`src/rtl/arb_pkg.sv`:
```
// Shared definitions for the parametrised priority arbiter: scheme encodings and FSM states.
package arb_pkg;

    localparam int unsigned ARB_FIXED = 0;
    localparam int unsigned ARB_RR    = 1;

    typedef enum logic [0:0] {
        ARB_IDLE,
        ARB_BUSY
    } arb_state_e;

endpackage

```
`src/rtl/arb_prio_pick.sv`:
```
// Combinational picker: descending search over (req & mask) starting at start_idx, wrapping
// from 0 back to N-1. Returns the first eligible index as one-hot and encoded form.
module arb_prio_pick
    import arb_pkg::*;
#(
    parameter  int unsigned N = 4,
    localparam int unsigned W = $clog2(N)
) (
    input  logic [N-1:0] req,
    input  logic [N-1:0] mask,
    input  logic [W-1:0] start_idx,
    output logic [N-1:0] pick,
    output logic [W-1:0] pick_idx,
    output logic         found
);

    logic [N-1:0] cand;
    logic [W-1:0] idx;

    always_comb begin
        cand     = req & mask;
        found    = 1'b0;
        pick_idx = '0;
        idx      = '0;
        for (int k = 0; k < N; k++) begin
            idx = W'((32'(start_idx) + N - 32'(k)) % N);
            if (!found && cand[idx]) begin
                found    = 1'b1;
                pick_idx = idx;
            end
        end
        pick = found ? (N'(1) << pick_idx) : '0;
    end

endmodule

```
`src/rtl/priority_arbiter_param.sv`:
```
// N-way arbiter with fixed-priority or round-robin selection, grant hold while requesting,
// and an optional hold limit. All outputs come straight from registers.
module priority_arbiter_param
    import arb_pkg::*;
#(
    parameter  int unsigned N        = 4,
    parameter  int unsigned RR_MODE  = ARB_FIXED,
    parameter  int unsigned MAX_HOLD = 8,
    localparam int unsigned W        = $clog2(N)
) (
    input  logic         clk,
    input  logic         rst,
    input  logic [N-1:0] req,
    output logic [N-1:0] gnt,
    output logic [W-1:0] gnt_idx,
    output logic         gnt_valid
);

    // With MAX_HOLD=0 the counter only needs to saturate at 1; the limit is never applied.
    localparam int unsigned HoldMax = (MAX_HOLD > 0) ? MAX_HOLD : 1;
    localparam int unsigned HW      = $clog2(HoldMax + 1);

    arb_state_e    state_q, state_d;
    logic [W-1:0]  owner_q, owner_d;
    logic [W-1:0]  last_q, last_d;
    logic [HW-1:0] hold_q, hold_d;
    logic [N-1:0]  gnt_q, gnt_d;

    logic [N-1:0]  owner_oh, pick_mask, pick;
    logic [W-1:0]  start_idx, pick_idx;
    logic          found, own_req, others, limit;

    always_comb begin
        owner_oh  = N'(1) << owner_q;
        own_req   = (state_q == ARB_BUSY) && req[owner_q];
        others    = |(req & ~owner_oh);
        limit     = (MAX_HOLD > 0) && own_req && others && (hold_q == HW'(HoldMax));
        pick_mask = limit ? ~owner_oh : '1;
        if (RR_MODE == ARB_RR) begin
            start_idx = (last_q == '0) ? W'(N - 1) : last_q - 1'b1;
        end else begin
            start_idx = W'(N - 1);
        end
    end

    arb_prio_pick #(
        .N (N)
    ) u_pick (
        .req       (req),
        .mask      (pick_mask),
        .start_idx (start_idx),
        .pick      (pick),
        .pick_idx  (pick_idx),
        .found     (found)
    );

    always_comb begin
        state_d = state_q;
        owner_d = owner_q;
        last_d  = last_q;
        hold_d  = hold_q;
        gnt_d   = gnt_q;
        unique case (state_q)
            ARB_IDLE: begin
                if (found) begin
                    state_d = ARB_BUSY;
                    owner_d = pick_idx;
                    last_d  = pick_idx;
                    hold_d  = HW'(1);
                    gnt_d   = pick;
                end
            end
            ARB_BUSY: begin
                if (own_req && !limit) begin
                    if (hold_q != HW'(HoldMax)) hold_d = hold_q + 1'b1;
                end else if (found) begin
                    owner_d = pick_idx;
                    last_d  = pick_idx;
                    hold_d  = HW'(1);
                    gnt_d   = pick;
                end else begin
                    state_d = ARB_IDLE;
                    owner_d = '0;
                    hold_d  = '0;
                    gnt_d   = '0;
                end
            end
            default: begin
                state_d = ARB_IDLE;
                owner_d = '0;
                hold_d  = '0;
                gnt_d   = '0;
            end
        endcase
    end

    always_ff @(posedge clk) begin
        if (rst) begin
            state_q <= ARB_IDLE;
            owner_q <= '0;
            last_q  <= '0;
            hold_q  <= '0;
            gnt_q   <= '0;
        end else begin
            state_q <= state_d;
            owner_q <= owner_d;
            last_q  <= last_d;
            hold_q  <= hold_d;
            gnt_q   <= gnt_d;
        end
    end

    assign gnt       = gnt_q;
    assign gnt_idx   = owner_q;
    assign gnt_valid = (state_q == ARB_BUSY);

endmodule

```
`config.mk`:
```
export PLATFORM = sky130hd
export DESIGN_NAME = priority_arbiter_param
export DESIGN_NICKNAME = d
export VERILOG_FILES = /design/src/rtl/arb_pkg.sv /design/src/rtl/arb_prio_pick.sv /design/src/rtl/priority_arbiter_param.sv
export SDC_FILE = /design/constraint.sdc
export NUM_CORES = 1
export LEC_CHECK = 0
export CORE_MARGIN = 2
export CORE_UTILIZATION = 55
export CTS_BUF_LIST = sky130_fd_sc_hd__clkbuf_8
export DETAILED_ROUTE_END_ITERATION = 10
export HOLD_SLACK_MARGIN = 0.15
export PLACE_DENSITY = 0.8
export SLEW_MARGIN = 20
export SYNTH_ARGS = -nofsm -noshare
export SYNTH_HDL_FRONTEND = slang
export SYNTH_HIERARCHICAL = 1
export SYNTH_SLANG_ARGS = --single-unit
```
`constraint.sdc`:
```
create_clock -name clk -period 5.4 [get_ports clk]
set_input_delay 1.62 -clock clk [delete_from_list [all_inputs] [get_ports clk]]
set_output_delay 1.62 -clock clk [all_outputs]
set_load 0.05 [all_outputs]
```
## After elaboration in Yosys (flattened, before gate mapping)

Index checks and enable logic that the tools add are counted.

- Shift operators: 2
- Equal/unequal tests: 5
- Magnitude comparators: 1
- Reductions and logical operators: 14
- Bitwise operators: 4
- Mux-type cells: 27
- Add/sub/neg operators: 1

Operator list:

| cell | number |
|---|---|
| $mux 4 | 7 |
| $pmux 4 s2 | 2 |
| $mux 2 | 7 |
| $and 4x4->4 | 2 |
| $mux 1 | 8 |
| $shl 1x2->4 const A | 2 |
| $logic_and 1x1->1 | 7 |
| $add 4x1->4 const B | 1 |
| $eq 4x4->1 const B | 1 |
| $logic_not 1->1 | 4 |
| $ne 2x2->1 const B | 2 |
| $ne 4x4->1 const B | 1 |
| $not 4->4 | 1 |
| $pmux 2 s2 | 1 |
| $reduce_and 2->1 | 2 |
| $reduce_or 4->1 | 1 |
| $lt 2x3->1 const B | 1 |
| $ne 3x2->1 const B | 1 |
| $bmux 1 s2 | 1 |
| $pmux 1 s2 | 1 |
| $not 1->1 | 1 |

- Register bits after elaboration: 11
- Bits of input ports: 6

## Longest topological paths before layout

- Word-level depth: 22
- Depth in mapped cells: 13

## Modules after synthesis

Netlist, hierarchy kept.

Modules (own cells, without submodules):

| module | sequential area each (um2) | times used | cells an instance | area an instance (um2) |
|---|---|---|---|---|
| priority_arbiter_param | 220.2 | 1 | 89 | 775.7 |
| arb_prio_pick | 0.0 | 1 | 23 | 131.4 |

## Least setup slack after synthesis

Ideal clock, no wire load.

- Kind: in2reg
- Start point: input req[2]
- End point: register gnt_q[0], in the netlist gnt[0]
- Setup slack: 1.495 ns
- Data required time: 5.272 ns
- Stages on the path: 12
- Arrival: 3.777 ns
- Buffers on the path: 1
- Path through: or3_1 a21oi_1 nor3_1 nand3_1 and2_1 a21oi_1 nand3_1 clkbuf_1 or2_2 o211ai_1 o311ai_4 o22ai_1

RTL lines:

| what | line | text |
|---|---|---|
| start, declared | priority_arbiter_param.sv:13 | `input logic [N-1:0] req,` |
| $bmux 1 s2 | priority_arbiter_param.sv:35 | `own_req = (state_q == ARB_BUSY) && req[owner_q];` |
| $mux 1 (implied by the code) | priority_arbiter_param.sv:35 |  |
| $logic_and 1x1->1 | priority_arbiter_param.sv:35 |  |
| $logic_and 1x1->1 * (2 in series) | priority_arbiter_param.sv:37 | `limit = (MAX_HOLD > 0) && own_req && others && (hold_q == HW'(HoldMax));` |
| $mux 4 * | priority_arbiter_param.sv:38 | `pick_mask = limit ? ~owner_oh : '1;` |
| net pick_mask[2] | priority_arbiter_param.sv:29 | `logic [N-1:0] owner_oh, pick_mask, pick;` |
| $and 4x4->4 * | arb_prio_pick.sv:21 | `cand = req & mask;` |
| $logic_and 1x1->1 * | arb_prio_pick.sv:27 | `if (!found && cand[idx]) begin` |
| (+3 left out) | - |  |
| $mux 1 * | arb_prio_pick.sv:27 |  |
| $logic_not 1->1 | arb_prio_pick.sv:27 |  |
| $logic_and 1x1->1 | arb_prio_pick.sv:27 |  |
| $mux 1 * | arb_prio_pick.sv:27 |  |
| net found | priority_arbiter_param.sv:31 | `logic found, own_req, others, limit;` |
| $mux 4 | priority_arbiter_param.sv:76 | `end else if (found) begin` |
| $mux 4 | priority_arbiter_param.sv:74 | `if (own_req && !limit) begin` |
| $pmux 4 s2 | priority_arbiter_param.sv:63 | `unique case (state_q)` |
| end signal, assigned | priority_arbiter_param.sv:109 | `gnt_q <= gnt_d;` |
| end, declared | priority_arbiter_param.sv:27 | `logic [N-1:0] gnt_q, gnt_d;` |

The timed path passes the listed nets; every way through them passes the cells marked *. The select of a mux whose other input is x is not followed.
A chain may end at the register's enable or synchronous reset.

## Worst setup path in the final report

- Start point: input req[1]
- End point: register gnt_q[3], in the netlist gnt[3]

Same word-level chain as after synthesis.

==> metrics <==
status=completed; post-synthesis mux area share=0.0634; CTS root buffer=clkbuf_8; Avg Synthesized Cell Area=8.10 sq um; hold path cells=2; clock latency on the worst-skew pair=0.24 ns; antenna violations before repair=0; clk_skew=0.00309 ns; initial drt markers=16; VDD IR max=0.270 mV; sequential fraction of the synthesis area=0.243; Netlist cell types=47; Die Area=1990 sq um; IO Pins=13; DRC Markers=0; cts hold-fix bufs=0; FF/Latch Area=220 sq um; Initial Utilization=0.595; largest area contributor in the netlist=dfxtp_1; Final GP Congestion=approximately 0.87; post-synthesis simple-gate area fraction=0.317; Post-DP Area=1050 sq um; Yosys top cell area share=0.243; clk sinks=11; FF+latch count, synth=11; Post-synth EDFFs=0; fmax=218 MHz; DR WL/cell=13.8 um; post-cts repair resize count=0; Buffers on Ports=12; die height=roughly 45 um; largest cells by area after synthesis=dfxtp_1 (24%), nand3_1 (8.3%), o22ai_1 (4.8%), inv_1 (3.7%), nand2_1 (3.3%); Setup Buffers After CTS=0; num rows=14; Critical path origin=req[1]; # setup viols final=0; Warnings, synthesis=6; Max FO, Critical Path=10; area of the multi-input gates=657 sq um; R2R Setup Slk=2.26 ns; worst-case reg-to-reg path depth=11; Worst R2R Start=gnt_idx[0]; Final Non-Filler Cells=148; CP Class=in -> reg; Clock Path Buffers=2; depth of the CTS H-tree=1; mapped cell area=about 910 sq um; share of layout cells above drive strength 1=0.106; Compound-Gate Fraction of Synth Area=0.287; hold path start=gnt[2]; slew margin rel.=0.627; Die X=44.6 um; number of global-route vias before repair=799; count leader, synth=nand3_1; Antenna Cells=0; core area=about 1500 sq um; PD cells=approximately 240 nW/um^2; Leak=0.407 nW; CTS Buf Count=3; DRT Wirelength=2050 um; Main synth FF type=dfxtp_1; Startpoint Class=primary input; via count=between 900 and 1000; dpl cells=144; largest family of logic cells by synthesized area=simple AND/OR/NAND/NOR gates; Worst EP arrival=4.75 ns; XOR/XNOR Fraction of Synth Area=0; Hold Vio Cnt, Final=0; Worst Hold Class=reg -> reg; required time of the critical path=5.57 ns; Clock transition at path regs=approximately 0.050 ns; post-synthesis cell count=~110; RSZ-0062 raised after global routing=false; number of routed nets with antenna violations=0; fin crit share=0.849; Post-Layout Inst Area=1100 sq um; largest net degree at the start of global routing=12; Hold Path Sink=gnt[2]; Via density=6.26; Slew Viols, Final=0; Worst Setup End Kind=register; first-pass GRT wire length=approximately 3300 um; Total GRT Usage=0.236; CTS tree=done; Max Cap Violations=0; # nets final=approximately 140; Fillers=about 120; Final min period=4.59 ns; setup_tns=0 ns; Detailed Place HPWL=roughly 1500 um; Area Overhead vs Synth=21.2%; grt ovf=0; drt first pass iters=4; Post-Synth Adder-Cell Area=0.0276; Critical R2R Capture=gnt[3]; share of synthesized registers carrying an async set or reset=0; worst slew pin tran=0.559 ns; Post-synth top cells=nand3_1 (15), dfxtp_1 (11), inv_1 (9)
## registers in the layout, summed over array words and instances (netlist names)
register / flops
gnt_valid: 1
gnt: 4
gnt_idx: 2
hold_q: 4
## kinds of logic after synthesis
family,Yosys count
buffers and inverters,12
AOI/OAI and AO/OA,31
muxes,5
other,1
and+or+nand+nor,50
DFF,11
adders and majority gates,2
## cell type report
| class | count | share of cell area |
|---|---|---|
| multi-input combinational | 95 | 0.597 |
| clock inverter | 1 | 0.00341 |
| clock buffer | 3 | 0.0375 |
| inverter | 10 | 0.0341 |
| timing repair buffer | 12 | 0.109 |
| tap | 16 | 0.0182 |
| sequential | 11 | 0.200 |
## layer usage
| layer | share of wire | track usage | vias to the layer above |
|---|---|---|---|
| met5 | 0 | 0 | - |
| li1 | - | - | 463 |
| met4 | 0.033 | 0.164 | 0 |
| met3 | 0.053 | 0.0531 | 8 |
| met1 | 0.46 | 0.287 | 426 |
| met2 | 0.45 | 0.365 | 30 |
## worst max-delay path, stage by stage
cell and delay (ns):
clkdlybuf4s50_1 0.66, or2_2 0.18, a21oi_1 0.13, nor3_1 0.35, nand3_1 0.14, and2_1 0.18
a21oi_1 0.24, nand3_1 0.31, or2_2 0.42, o221ai_1 0.13, o311ai_4 0.20, o22ai_1 0.18
## cells in the final DEF, fill, tap and decap left out, types with 3 or more instances in the layout
cell type         n
a21oi_1           3
and2_1            3
clkbuf_8          3
clkdlybuf4s50_1  12
conb_1            7
dfxtp_1          11
inv_1            10
nand2_1           8
nand3_1          15
nor2_1            5
nor2b_1           3
o22ai_1           7
## how the worst max path moves through the flow
stage                             to  cells after the start
after floorplan               gnt[0]                     12
after global placement    gnt_idx[0]                     12
after detailed placement      gnt[3]                     12
after CTS                     gnt[3]                     12
after global routing      gnt_idx[1]                     12
final                         gnt[3]                     12
## where the power goes
group	internal (W)	switching, W
Combinational	0.0000329	0.0000500
Sequential	0.0000873	0.00000818
Clock	0.0000500	0.0000327
Total	0.000170	0.0000908
## metrics by stage
stage	util	total power (W)	setup slack, ns	hold WS, ns
after floorplan	-	0.000157	1.49	0.488
after global placement	0.692	0.000178	0.663	0.461
after detailed placement	0.692	0.000179	0.588	0.466
after CTS	0.722	0.000263	0.842	0.476
after global routing	0.722	0.000273	0.497	0.499
final	0.722	0.000261	0.814	0.474
(Power assumes the default switching activity.)
